$ cat config.mk
export PLATFORM = sky130hd
export DESIGN_NAME = hc595_chain_ctrl_flat
export DESIGN_NICKNAME = d
export VERILOG_FILES = /design/src/rtl/hc595_pkg.sv /design/src/rtl/hc595_chain_ctrl_if.sv /design/src/rtl/hc595_tick_gen.sv /design/src/rtl/hc595_chain_ctrl.sv /design/src/flat_wrapper.sv
export SDC_FILE = /design/constraint.sdc
export NUM_CORES = 1
export LEC_CHECK = 0
export ABC_AREA = 1
export CAP_MARGIN = 5
export CORE_ASPECT_RATIO = 0.6
export CORE_MARGIN = 1.5
export CORE_UTILIZATION = 45
export CTS_CLUSTER_SIZE = 24
export DETAILED_ROUTE_END_ITERATION = 10
export MAX_ROUTING_LAYER = met4
export PLACE_DENSITY = 0.71
export SLEW_MARGIN = 15
export SYNTH_ARGS = -nofsm -noshare
export SYNTH_HDL_FRONTEND = slang
export SYNTH_SLANG_ARGS = --single-unit
$ cat constraint.sdc
create_clock -name clk -period 3.6 [get_ports clk]
set_clock_uncertainty 0.2 [all_clocks]
set_input_delay 0.72 -clock clk [delete_from_list [all_inputs] [get_ports clk]]
set_output_delay 0.72 -clock clk [all_outputs]
set_load 0.01 [all_outputs]
$ cat src/rtl/hc595_pkg.sv
// Shared types and helpers for the 74HC595-style shift-register chain controller.
package hc595_pkg;

    typedef enum logic [1:0] {
        IDLE,
        SHIFT_LO,
        SHIFT_HI,
        LATCH
    } state_e;

    localparam int BITS_PER_DEV = 8;

    function automatic int word_width(input int n_dev);
        return BITS_PER_DEV * n_dev;
    endfunction

endpackage

$ cat src/rtl/hc595_chain_ctrl_if.sv
// Parallel-word valid/ready handshake between the bus logic and the chain controller.
interface hc595_chain_ctrl_if
    import hc595_pkg::*;
#(
    parameter int N_DEV = 2
) ();

    localparam int WORD_W = word_width(N_DEV);

    logic              s_valid;
    logic              s_ready;
    logic [WORD_W-1:0] s_data;

    modport master (
        output s_valid,
        output s_data,
        input  s_ready
    );

    modport slave (
        input  s_valid,
        input  s_data,
        output s_ready
    );

endinterface

$ cat src/rtl/hc595_tick_gen.sv
// Phase timer: pulses phase_end on the last of every CLK_DIV enabled cycles; clear restarts the count.
module hc595_tick_gen #(
    parameter int CLK_DIV = 4
) (
    input  logic clk,
    input  logic rst,
    input  logic en,
    input  logic clear,
    output logic phase_end
);

    localparam int DIV_W = $clog2(CLK_DIV + 1);
    localparam logic [DIV_W-1:0] DIV_LAST = DIV_W'(CLK_DIV - 1);

    logic [DIV_W-1:0] div_cnt_q;
    logic [DIV_W-1:0] div_cnt_d;

    assign phase_end = en && (div_cnt_q == DIV_LAST);

    always_comb begin
        div_cnt_d = div_cnt_q;
        if (clear || phase_end) begin
            div_cnt_d = '0;
        end else if (en) begin
            div_cnt_d = div_cnt_q + DIV_W'(1);
        end
    end

    always_ff @(posedge clk or posedge rst) begin
        if (rst) begin
            div_cnt_q <= '0;
        end else begin
            div_cnt_q <= div_cnt_d;
        end
    end

endmodule

$ cat src/rtl/hc595_chain_ctrl.sv
// Shifts a parallel word MSB-first into a chain of 8-bit SIPO registers, then pulses the storage latch.
module hc595_chain_ctrl
    import hc595_pkg::*;
#(
    parameter int N_DEV   = 2,
    parameter int CLK_DIV = 4
) (
    input  logic                clk,
    input  logic                rst,
    hc595_chain_ctrl_if.slave   s,
    input  logic                oe_en,
    output logic                sh_clk,
    output logic                sh_sin,
    output logic                st_clk,
    output logic                oe_n,
    output logic                busy,
    output logic                done
);

    localparam int WORD_W = word_width(N_DEV);
    localparam int BIT_W  = $clog2(WORD_W + 1);
    localparam logic [BIT_W-1:0] LAST_BIT = BIT_W'(WORD_W - 1);

    state_e            state_q, state_d;
    logic [WORD_W-1:0] shift_q, shift_d;
    logic [BIT_W-1:0]  bit_cnt_q, bit_cnt_d;
    logic              latched_once_q, latched_once_d;
    logic              s_ready_q, s_ready_d;
    logic              sh_clk_q, sh_clk_d;
    logic              sh_sin_q, sh_sin_d;
    logic              st_clk_q, st_clk_d;
    logic              oe_n_q, oe_n_d;
    logic              busy_q, busy_d;
    logic              done_q, done_d;

    logic phase_end;
    logic tick_en;
    logic tick_clear;

    assign tick_en    = (state_q != IDLE);
    assign tick_clear = (state_d != state_q);

    hc595_tick_gen #(
        .CLK_DIV (CLK_DIV)
    ) u_tick_gen (
        .clk       (clk),
        .rst       (rst),
        .en        (tick_en),
        .clear     (tick_clear),
        .phase_end (phase_end)
    );

    always_comb begin
        state_d        = state_q;
        shift_d        = shift_q;
        bit_cnt_d      = bit_cnt_q;
        latched_once_d = latched_once_q;

        unique case (state_q)
            IDLE: begin
                if (s.s_valid && s_ready_q) begin
                    shift_d   = s.s_data;
                    bit_cnt_d = '0;
                    state_d   = SHIFT_LO;
                end
            end
            SHIFT_LO: begin
                if (phase_end) begin
                    state_d = SHIFT_HI;
                end
            end
            SHIFT_HI: begin
                if (phase_end) begin
                    shift_d   = shift_q << 1;
                    bit_cnt_d = bit_cnt_q + BIT_W'(1);
                    state_d   = (bit_cnt_q == LAST_BIT) ? LATCH : SHIFT_LO;
                end
            end
            LATCH: begin
                if (phase_end) begin
                    latched_once_d = 1'b1;
                    state_d        = IDLE;
                end
            end
            default: begin
                state_d = IDLE;
            end
        endcase
    end

    // Outputs are derived from the next state so the registered pins line up with the state register.
    always_comb begin
        s_ready_d = (state_d == IDLE);
        sh_clk_d  = (state_d == SHIFT_HI);
        sh_sin_d  = (state_d == SHIFT_LO) ? shift_d[WORD_W-1] : sh_sin_q;
        st_clk_d  = (state_d == LATCH);
        busy_d    = (state_d != IDLE);
        done_d    = (state_q == LATCH) && (state_d == IDLE);
        oe_n_d    = ~(oe_en && latched_once_q);
    end

    always_ff @(posedge clk or posedge rst) begin
        if (rst) begin
            state_q        <= IDLE;
            shift_q        <= '0;
            bit_cnt_q      <= '0;
            latched_once_q <= 1'b0;
            s_ready_q      <= 1'b0;
            sh_clk_q       <= 1'b0;
            sh_sin_q       <= 1'b0;
            st_clk_q       <= 1'b0;
            oe_n_q         <= 1'b1;
            busy_q         <= 1'b0;
            done_q         <= 1'b0;
        end else begin
            state_q        <= state_d;
            shift_q        <= shift_d;
            bit_cnt_q      <= bit_cnt_d;
            latched_once_q <= latched_once_d;
            s_ready_q      <= s_ready_d;
            sh_clk_q       <= sh_clk_d;
            sh_sin_q       <= sh_sin_d;
            st_clk_q       <= st_clk_d;
            oe_n_q         <= oe_n_d;
            busy_q         <= busy_d;
            done_q         <= done_d;
        end
    end

    assign s.s_ready = s_ready_q;
    assign sh_clk    = sh_clk_q;
    assign sh_sin    = sh_sin_q;
    assign st_clk    = st_clk_q;
    assign oe_n      = oe_n_q;
    assign busy      = busy_q;
    assign done      = done_q;

endmodule

$ cat src/flat_wrapper.sv
// flat-port wrapper written by rule: the top's interface ports become plain ports
module hc595_chain_ctrl_flat import hc595_pkg::*;
#(
    parameter int N_DEV   = 2,
    parameter int CLK_DIV = 4
)
  (clk, rst, oe_en, sh_clk, sh_sin, st_clk, oe_n, busy, done, s_s_valid, s_s_data, s_s_ready);
  hc595_chain_ctrl_if #(.N_DEV(N_DEV)) s_i ();
  input  logic clk;
  input  logic rst;
  input  logic oe_en;
  output logic sh_clk;
  output logic sh_sin;
  output logic st_clk;
  output logic oe_n;
  output logic busy;
  output logic done;
  input wire logic [$bits(s_i.s_valid)-1:0] s_s_valid;
  input wire logic [$bits(s_i.s_data)-1:0] s_s_data;
  output wire logic [$bits(s_i.s_ready)-1:0] s_s_ready;
  assign s_i.s_valid = s_s_valid;
  assign s_i.s_data = s_s_data;
  assign s_s_ready = s_i.s_ready;
  hc595_chain_ctrl #(.N_DEV(N_DEV), .CLK_DIV(CLK_DIV)) u_core (.clk(clk), .rst(rst), .s(s_i), .oe_en(oe_en), .sh_clk(sh_clk), .sh_sin(sh_sin), .st_clk(st_clk), .oe_n(oe_n), .busy(busy), .done(done));
endmodule
After elaboration in Yosys (flattened, before gate mapping). Index checks and enable logic that the tools add are counted.

$add $sub $neg: 2. Eq/ne operators: 11. Muxes and demuxes: 14. Bitwise logic cells: 1. Reduce and logical (&&, ||, !) cells: 13.

Operators by type and width (count): $mux W16 (2); $pmux W16 S2 (1); $mux W2 (5); $mux W5 (2); $pmux W5 S2 (1); $eq A2 B2 Y1 const B (4); $pmux W2 S4 (1); $reduce_bool A2 Y1 (4); $mux W3 (2); $add A5 B1 Y5 const B (1); $eq A5 B4 Y1 const B (1); $eq A2 B1 Y1 const B (2); $logic_and A1 B1 Y1 (4); $logic_not A2 Y1 (2); $add A3 B1 Y3 const B (1); $eq A3 B2 Y1 const B (1); $reduce_and A3 Y1 (1); $ne A2 B1 Y1 const B (1); $ne A2 B2 Y1 (1); $ne A2 B2 Y1 const B (1); $reduce_and A2 Y1 (1); $logic_or A1 B1 Y1 (1); $not A1 Y1 (1).

Bits in registers: 34. Input port bits: 20. Output and inout bits: 7.

Logic depth before layout (Yosys ltp). Gate-level depths: netlist of run 1.

Depth in word-level cells: 7. Gate-level depth with buffers: 10. Gate-level depth less buffers: 10.

Hierarchy. From an unflattened synthesis of run 1, not the netlist that was laid out.

Cell total of the unflattened synthesis: 180. Area total of the unflattened synthesis: 1579.0 um2.

By module, submodules not included: hc595_chain_ctrl (times used 1, cells an instance 157, area each 1407.6 um2); hc595_tick_gen (times used 1, cells an instance 23, area each 171.4 um2).

Least setup slack after synthesis of run 1. No wires, ideal clock.

Path kind: register -> register. From: reg u_core.u_tick_gen.div_cnt_q[0]. To: reg u_core.busy_q (netlist: u_core.busy). Library setup time: 0.113 ns. Data arrival time: 1.459 ns. Data required time: 3.287 ns. Setup slack: 1.828 ns. Cell stages (with the launch flop): 11. Path buffers: 2. Path through: dfrtp_1 > ha_1 > ha_1 > buf_2 > nand3_4 > buf_6 > nand4_4 > nand2_2 > inv_2 > nor2_4 > inv_2.

Longest elaborated chain between the ends: 5.

Ends and longest elaborated chain: start: declaration (RTL line hc595_tick_gen.sv:15) `logic [DIV_W-1:0] div_cnt_q;`; start signal: assignment (RTL line hc595_tick_gen.sv:33) `div_cnt_q <= div_cnt_d;`; $eq A3 B2 Y1 (*) (RTL line hc595_tick_gen.sv:18) `assign phase_end = en && (div_cnt_q == DIV_LAST);`; $logic_and A1 B1 Y1 (*) (RTL line hc595_tick_gen.sv:18); $mux W2, on equally long branches (RTL line hc595_chain_ctrl.sv:80, hc595_chain_ctrl.sv:68, hc595_chain_ctrl.sv:73); $pmux W2 S4 (*) (RTL line hc595_chain_ctrl.sv:59) `unique case (state_q)`; named net u_core.state_d[0] (RTL line hc595_chain_ctrl.sv:24) `state_e state_q, state_d;`; $reduce_bool A2 Y1 (*) (RTL line hc595_chain_ctrl.sv:97) `busy_d = (state_d != IDLE);`; named net u_core.busy_d (RTL line hc595_chain_ctrl.sv:33) `logic busy_q, busy_d;`; end signal: assignment (RTL line hc595_chain_ctrl.sv:125) `busy_q <= busy_d;`; end: declaration (RTL line hc595_chain_ctrl.sv:33).

Mark *: on every way through the listed nets, which the timed path passes. The rest lies on a longest branch. A chain may end at the register's enable or synchronous reset.

Worst setup path after layout of run 1.
From: reg u_core.oe_n_q (netlist: u_core.oe_n). To: out oe_n.

RTL lines: start: declaration (RTL line hc595_chain_ctrl.sv:32) `logic oe_n_q, oe_n_d;`; start signal: assignment (RTL line hc595_chain_ctrl.sv:124) `oe_n_q <= oe_n_d;`; end: declaration (RTL line flat_wrapper.sv:15) `output logic oe_n;`.

No word-level cell between the ends.

==> summary.txt, run 1 <==
Timing
  • Worst-Margin Slew: 413 ps
  • PnR worst setup slack: 1350 ps
  • RSZ-0062 raised after global routing: no
  • Final setup viols: 0
  • Max Freq: 444 MHz
  • Fin. max-slew vios: 0
  • Final worst-path cycle share: 62.5%
  • Fin crit period: 2250 ps
  • Final Hold Vio Count: 0
  • Setup TNS: 0 ps
  • Relative slew slack: 72.5%

Final layout
  • Final Core Density: 58.7%
  • Syn-to-layout area delta: 23.4%
  • Final instance area: 1930 µm²
  • # fillers: 281
  • Share of layout cells above drive strength 1: 11.2%
  • Diodes inserted: 0
  • Layout Nets: 211

Routing
  • TritonRoute pass-1 iters: 4
  • Via-to-Cell Ratio: 4.83
  • Iteration-0 DRC count of the detailed router: 62
  • WL/cell: 12.6 µm
  • Total number of vias: 1126
  • DR DRC count: 0
  • Total Routed Length: 2.94 mm
  • ANT nets after route: 0

Clocking
  • Root Driver: clkbuf_8
  • Post_cts resized: 0
  • Post-CTS Hold Fix Bufs: 0
  • H-tree lvl count: 2
  • Inserted Clock Buffers: 5
  • Latest clock arrival within the worst-skew pair: 290 ps
  • Longest Clk Path Bufs: 2
  • CTS tree: yes
  • # Post-CTS Setup Buffers: 0
  • Clock sink count: 34
  • Clock slew at reported path FFs: 60 ps

Logic synthesis
  • Post-synthesis sequential area ratio: 54.6%
  • #FFs+latches synth: 34
  • Synth top area share: 52.9%
  • Post-Syn Area: 1560 µm²
  • Gate Count Post-Synth: 158
  • Synth cell types: 27
  • Area leader, netlist: dfrtp_1
  • Synthesized Nets: 182
  • Top cells by area, synth: dfrtp_1 (53%), nand2_1 (8.2%), inv_1 (6.3%), o221ai_1 (6.2%), ha_1 (3.2%)
  • Warnings, synthesis: 0
  • Synthesized area per cell: 9.87 µm²

GRT
  • Aggregate global routing overflow: 0
  • Tot GR Track Use: 19.1%
  • First-pass GRT wire length: 5.22 mm
  • Vias in the first global route: 1109
  • Largest net degree at the start of global routing: 35
  • Initial antenna violation count: 0

Worst setup path
  • Worst Path Class, Setup: register to output port
  • CP max stage delay: 530 ps
  • Top delay family on crit path: buffers and inverters
  • Worst Path Buf+Inv: 1
  • CP endpoint kind: output port
  • Critical Path AT: 1330 ps
  • Crit path launch type: register
  • CP Cell Sequence: clkdlybuf4s50_1
  • Worst reg2reg path depth: 6
  • CP Max Fanout: 1
  • Critical path depth: 1
  • Critical Path RT: 2680 ps
  • Crit-path slowest cell: clkdlybuf4s50_1

Die
  • Io pins: 27
  • Die Footprint: 3840 µm²
  • # rows: 16
  • Core area: 3280 µm²
  • Die Span Y: 48.6 µm
  • DIE WIDTH: 79.0 µm
  • Initial Util: 47.5%

Pwr
  • Sequential Power Share: 41.9%
  • Clk pwr share: 19.4%
  • Switching Fraction: 37.3%
  • Switching power: 0.558 mW
  • Internal power: 0.939 mW
  • Leak pwr: 0.895 nW
  • Power, Total: 1.50 mW
  • Logic pwr share: 38.7%
  • VDD IR max: 0.382 mV
  • Pwr/cell area: 777 nW/µm²

Placed design
  • Dpl ws: 1350 ps
  • Placed Instance Area: 1830 µm²
  • PortBufs: 26
  • GPL Wtd Cong: 0.767
  • DPL Wire Length: 2.09 mm

Hold path
  • Min-Delay Path Depth: 1
  • Worst Hold Class: register to register

Job
  • Max-cap violations: 0

Run status
  • Outcome: complete, no violations
[worst paths after layout]
kind                                           startpoint                  end  slack (ps)
max                                           u_core.oe_n                 oe_n        1350
min                                 u_core.latched_once_q          u_core.oe_n         200
max reg2reg                u_core.u_tick_gen.div_cnt_q[0]  u_core.bit_cnt_q[4]        1490
min reg2reg                         u_core.latched_once_q          u_core.oe_n         200
max in group asynchronous                             rst          u_core.oe_n        2260
min in group asynchronous                             rst  u_core.bit_cnt_q[4]         610
[state kept, by name (all words and copies together) (netlist names)]
signal	count
u_core.u_tick_gen.div_cnt_q	3
u_core.busy	1
u_core.sh_sin	1
u_core.done	1
u_core.sh_clk	1
u_core.shift_q	16
u_core.state_q	2
u_core.s.s_ready	1
u_core.oe_n	1
u_core.latched_once_q	1
u_core.st_clk	1
u_core.bit_cnt_q	5
[kinds of logic (layout without fill, tap and decap cells)]
group	after synthesis	after routing	synth area share (%)
buffers and inverters	35	65	10.4
AOI/OAI and AO/OA	23	23	11.2
DFF	34	34	54.6
and+or+nand+nor	62	62	20.5
adders and majority gates	4	4	3.21
[area by class of cell]
class                      instances  area (µm²)  area share (%)
clock buffer                       7        86.3            4.48
clock inverter                     1        5.00           0.260
tap                               45        56.3            2.92
inverter                          30         113            5.85
multi-input combinational         89         546            28.3
sequential                        34         852            44.2
timing repair buffer              27         268            13.9
[layout by cell type (no fill, tap or decap), drive strengths merged]
master / count
a21oi: 2
a32o: 1
buf: 1
clkbuf: 7
clkdlybuf4s50: 26
clkinv: 1
dfrtp: 33
dfstp: 1
ha: 4
inv: 30
nand2: 37
nand3: 9
nand3b: 1
nand4: 3
nor2: 9
nor3: 2
o211ai: 3
o21ai: 4
o221ai: 11
o31ai: 1
o32ai: 1
or2: 1
[cell usage after synthesis (all sizes together)]
library cell and instances:
o32ai 1, dfrtp 33, nand2 37, nand4 3
o221ai 11, o31ai 1, nand3 9, a32o 1
nor2 9, o21ai 4, o211ai 3, nand3b 1
buf 5, inv 30, dfstp 1, or2 1
ha 4, nor3 2, a21oi 2
[power groups by stage]
stage                     sequential, mW  clock [mW]  combinational, mW
after detailed placement           0.632           0              0.580
after CTS                          0.626       0.296              0.589
after global placement             0.620           0              0.554
after global routing               0.640       0.318              0.653
final                              0.627       0.291              0.579
after floorplan                    0.624           0              0.422
[per-layer routing]
metal,share of wire (%),up-vias,track usage (%)
met4,0.54,0,7.02
met5,0,-,-
met3,4.2,2,8.49
li1,-,579,-
met2,45,19,27.4
met1,50,526,24.0
[metrics by stage]
step	hold slack (ps)	std cells
final	198	233
after global placement	178	225
after floorplan	163	158
after CTS	202	233
after detailed placement	182	225
after global routing	210	233
Note: power is estimated with default switching activity, not from simulation.
==> inputs of run 2 (changes only) <==
==> constraint.sdc (replaced) <==
create_clock -name clk -period 2.21 [get_ports clk]
set_clock_uncertainty 0.2 [all_clocks]
set_input_delay 0.442 -clock clk [delete_from_list [all_inputs] [get_ports clk]]
set_output_delay 0.442 -clock clk [all_outputs]
set_load 0.01 [all_outputs]
==> run 2 against run 1 <==
Effect of this change:
- via count is 1.1% higher
- total power up 76%
- worst hold slack worse by 6.8 ps
- design area up 2.8%
- register-to-register slack worse by 1300 ps
- combinational power up 61%
- critical path type unchanged
- largest power group unchanged
==> summary.txt, run 2 (same netlist as run 1, synthesis figures left out) <==
Worst setup path
  • Worst Path Buf+Inv: 1
  • Critical Path AT: 1340 ps
  • Worst reg2reg path depth: 7
  • R2R Path End: u_core.shift_q[6]
  • CP endpoint kind: output port
  • Reg-to-reg startpoint: u_core.u_tick_gen.div_cnt_q[0]
  • CP max stage delay: 540 ps
  • CP Max Fanout: 1
  • Worst Path Class, Setup: register to output port
  • CP Cell Sequence: clkdlybuf4s50_1
  • Top delay family on crit path: buffers and inverters
  • R2r setup slk: 230 ps
  • Crit path launch type: register
  • Crit-path slowest cell: clkdlybuf4s50_1
  • Critical Path RT: 1570 ps

GRT
  • Tot GR Track Use: 18.0%
  • Largest net degree at the start of global routing: 35
  • Vias in the first global route: 1151
  • Initial antenna violation count: 0
  • First-pass GRT wire length: 5.07 mm
  • Aggregate global routing overflow: 0

Timing
  • Relative slew slack: 71.9%
  • Setup TNS: 0 ps
  • Fin crit period: 1980 ps
  • Final setup viols: 0
  • Max Freq: 504 MHz
  • Final worst-path cycle share: 89.7%
  • Hold WS: 191 ps
  • Final Hold Vio Count: 0
  • RSZ-0062 raised after global routing: no
  • Fin. max-slew vios: 0
  • Worst-Margin Slew: 421 ps

Hold path
  • Worst Hold Class: register to register
  • Worst Min Path Start: u_core.latched_once_q
  • Hold Crit Endpoint: u_core.oe_n
  • Min-Delay Path Depth: 1

Final layout
  • Top flop regs: u_core.shift_q (16), u_core.bit_cnt_q (5), u_core.u_tick_gen.div_cnt_q (3)
  • Share of layout cells above drive strength 1: 12.2%
  • Layout Nets: 212
  • Most frequent cells in the layout: nand2_1 (34), dfrtp_1 (33), inv_1 (26), clkdlybuf4s50_1 (26), o221ai_1 (11)
  • Max FFs per register: 16
  • Most common cell after layout, fill and taps aside: nand2_1
  • Syn-to-layout area delta: 26.9%
  • Final std cells w/o fill: 234
  • Final instance area: 1980 µm²
  • Diodes inserted: 0
  • Top reg by flops: u_core.shift_q
  • Final Core Density: 60.3%

Die
  • Core area: 3280 µm²
  • Initial Util: 47.5%
  • Die Footprint: 3840 µm²
  • # rows: 16
  • Io pins: 27
  • DIE WIDTH: 79.0 µm
  • Die Span Y: 48.6 µm

Clocking
  • Post_cts resized: 0
  • Post-CTS Hold Fix Bufs: 0
  • CTS tree: yes
  • # Post-CTS Setup Buffers: 0
  • Longest Clk Path Bufs: 2
  • H-tree lvl count: 2
  • Inserted Clock Buffers: 5
  • Clock slew at reported path FFs: 70 ps
  • Clock sink count: 34
  • Root Driver: clkbuf_8
  • Latest clock arrival within the worst-skew pair: 290 ps

Routing
  • DR DRC count: 0
  • TritonRoute pass-1 iters: 4
  • Total Routed Length: 2.78 mm
  • ANT nets after route: 0
  • Via-to-Cell Ratio: 4.86
  • WL/cell: 11.9 µm
  • Iteration-0 DRC count of the detailed router: 39
  • Total number of vias: 1138

Pwr
  • Pwr/cell area: 1330 nW/µm²
  • VDD IR max: 0.572 mV
  • Leak pwr: 0.919 nW

Run status
  • Outcome: complete, no violations

Placed design
  • DPL Wire Length: 2.02 mm
  • Placed cells: 226
  • GPL Wtd Cong: 0.825
  • PortBufs: 26
  • Placed Instance Area: 1840 µm²

Job
  • Max-cap violations: 0
==> run 2: changes by cell type in the layout (fill, tap and decap cells not counted), sizes merged <==
cell and change:
bufinv +2, clkbuf -2, buf +1
==> run 2: final cells by class <==
cell class	instances	area [µm²]
repair buffers	28	275
flip-flops and latches	34	852
clock buffers	5	68.8
clock inverters	3	68.8
fillers	275	1300
well taps	45	56.3
multi-input cells	89	546
inverters	30	113
==> run 2: worst max path at each step <==
stage,startpoint,slack (ps),cells after the start,end
after floorplan,u_core.u_tick_gen.div_cnt_q[0],440,10,u_core.busy
after global routing,u_core.u_tick_gen.div_cnt_q[0],70,9,u_core.busy
after detailed placement,s_s_valid,240,7,u_core.bit_cnt_q[4]
final,u_core.oe_n,230,1,oe_n
after CTS,u_core.oe_n,210,1,oe_n
after global placement,s_s_valid,280,7,u_core.bit_cnt_q[4]
==> run 2: through the flow <==
step                      power, mW  worst slack (ps)
after floorplan                1.70               438
after global placement         1.92               280
after detailed placement       1.96               243
after CTS                      2.65               214
after global routing           2.84              72.6
final                          2.63               227
==> run 2: power breakdown <==
group / leakage (nW) / switching (mW) / internal (mW)
sequential: 0.428 / 0.131 / 0.881
clock: 0.0683 / 0.235 / 0.452
combinational: 0.423 / 0.534 / 0.398
total: 0.919 / 0.900 / 1.73
==> run 2: per-layer routing <==
layer  share of wire (%)  vias up  GRT usage (%)
met2                  44       23           26.2
li1                    -      582              -
met3                 3.4        5           5.66
met5                   0        -              -
met1                  51      528           23.3
met4                 1.5        0           7.60
==> inputs of run 3 (changes only) <==
--- a/config.mk
+++ b/config.mk
@@ -13,7 +13,8 @@
 export CTS_CLUSTER_SIZE = 24
 export DETAILED_ROUTE_END_ITERATION = 10
 export MAX_ROUTING_LAYER = met4
-export PLACE_DENSITY = 0.71
+export PLACE_DENSITY = 0.69
+export SKIP_CTS_REPAIR_TIMING = 1
 export SLEW_MARGIN = 15
 export SYNTH_ARGS = -nofsm -noshare
 export SYNTH_HDL_FRONTEND = slang
==> run 3 against run 2 <==
Effect of this change:
- combinational power increased by 3.3%
- worst setup slack improved by 14 ps
- critical path depth increased by 5
- final cell count increased by 0.43%
- critical path type is now register to register
- largest cell class unchanged
==> summary.txt, run 3 (same netlist as run 1, synthesis figures left out) <==
Final layout
  • Top flop regs: u_core.shift_q (16), u_core.bit_cnt_q (5), u_core.u_tick_gen.div_cnt_q (3)
  • Syn-to-layout area delta: 23.8%
  • Top reg by flops: u_core.shift_q
  • Diodes inserted: 0
  • Layout Nets: 213
  • Max FFs per register: 16
  • Most common cell after layout, fill and taps aside: nand2_1
  • # fillers: 290
  • Share of layout cells above drive strength 1: 12.1%
  • Most frequent cells in the layout: nand2_1 (34), dfrtp_1 (33), inv_1 (26), clkdlybuf4s50_1 (26), o221ai_1 (11)
  • Final Core Density: 58.8%

Die
  • Core area: 3280 µm²
  • Initial Util: 47.5%
  • Die Footprint: 3840 µm²
  • Io pins: 27
  • DIE WIDTH: 79.0 µm
  • # rows: 16
  • Die Span Y: 48.6 µm

Clocking
  • Clock sink count: 34
  • H-tree lvl count: 2
  • Clock slew at reported path FFs: 70 ps
  • Root Driver: clkbuf_8
  • Latest clock arrival within the worst-skew pair: 290 ps
  • Inserted Clock Buffers: 5
  • Longest Clk Path Bufs: 2
  • CTS tree: yes

Routing
  • TritonRoute pass-1 iters: 4
  • DR DRC count: 0
  • WL/cell: 12.8 µm
  • ANT nets after route: 0
  • Iteration-0 DRC count of the detailed router: 52
  • Total Routed Length: 3.01 mm
  • Via-to-Cell Ratio: 5.00
  • Total number of vias: 1175

GRT
  • Aggregate global routing overflow: 0
  • Vias in the first global route: 1198
  • Initial antenna violation count: 0
  • Tot GR Track Use: 19.0%
  • Largest net degree at the start of global routing: 35
  • First-pass GRT wire length: 5.29 mm

Placed design
  • Dpl ws: 166 ps
  • GPL Wtd Cong: 0.836
  • DPL Wire Length: 2.19 mm
  • PortBufs: 26

Worst setup path
  • Crit path launch type: register
  • CP Max Fanout: 16
  • Critical Path RT: 2200 ps
  • Critical Path AT: 1960 ps
  • CP endpoint kind: register
  • Worst Path Class, Setup: register to register

Timing
  • RSZ-0062 raised after global routing: no
  • Worst-Margin Slew: 416 ps
  • Max Freq: 508 MHz
  • Hold WS: 197 ps
  • Final Hold Vio Count: 0
  • Relative slew slack: 72.2%
  • PnR worst setup slack: 241 ps
  • Final setup viols: 0
  • Fin. max-slew vios: 0
  • Final worst-path cycle share: 89.1%
  • Fin crit period: 1970 ps
  • Setup TNS: 0 ps

Pwr
  • VDD IR max: 0.497 mV
  • Power, Total: 2.41 mW
  • Leak pwr: 0.901 nW
  • Pwr/cell area: 1250 nW/µm²

Hold path
  • Worst Hold Class: register to register

Job
  • Max-cap violations: 0

Run status
  • Outcome: complete, no violations
## run 3: metrics by stage
step                      instance area (µm²)  instances
after floorplan                          1560        158
after global placement                   1850        227
after detailed placement                 1850        227
after CTS                                1930        235
after global routing                     1930        235
final                                    1930        235
## run 3: final cells by class
class	count	area, µm²	area share (%)
Inverter	30	113	5.83
Clock inverter	2	10.0	0.518
Multi-Input combinational cell	89	546	28.2
Clock buffer	6	72.6	3.76
Sequential cell	34	852	44.1
Tap cell	45	56.3	2.91
Timing Repair Buffer	29	283	14.6
## run 3: worst paths after layout
check / startpoint / to / slack [ps] / cells after the start
min in group asynchronous: rst / u_core.busy / 340 / 3
worst min register to register: u_core.latched_once_q / u_core.oe_n / 200 / 1
worst min-delay path: u_core.latched_once_q / u_core.oe_n / 200 / 1
worst max register to register: u_core.u_tick_gen.div_cnt_q[0] / u_core.bit_cnt_q[4] / 240 / 6
worst max-delay path: u_core.u_tick_gen.div_cnt_q[0] / u_core.bit_cnt_q[4] / 240 / 6
max in group asynchronous: rst / u_core.oe_n / 1140 / 3
## run 3: routing by layer
layer / GRT usage, % / wire (µm) / vias to the layer above
met4: 5.85 / 40 / 0
met3: 7.92 / 178 / 6
met1: 23.5 / 1390 / 560
met5: - / 0 / -
met2: 28.5 / 1410 / 29
li1: - / - / 580
## run 3: worst max-delay path: stages, from the launching register on
cell and delay, ps:
dfrtp_1 380, ha_1 160, ha_1 310, nand3_4 210, nand2_4 230, inv_1 130, o31ai_1 240
## run 3: power by group
group          total [mW]  internal [mW]  switching [mW]
registers            1.01          0.881           0.130
logic               0.963          0.405           0.558
clock network       0.436          0.218           0.218
total                2.41           1.50           0.905
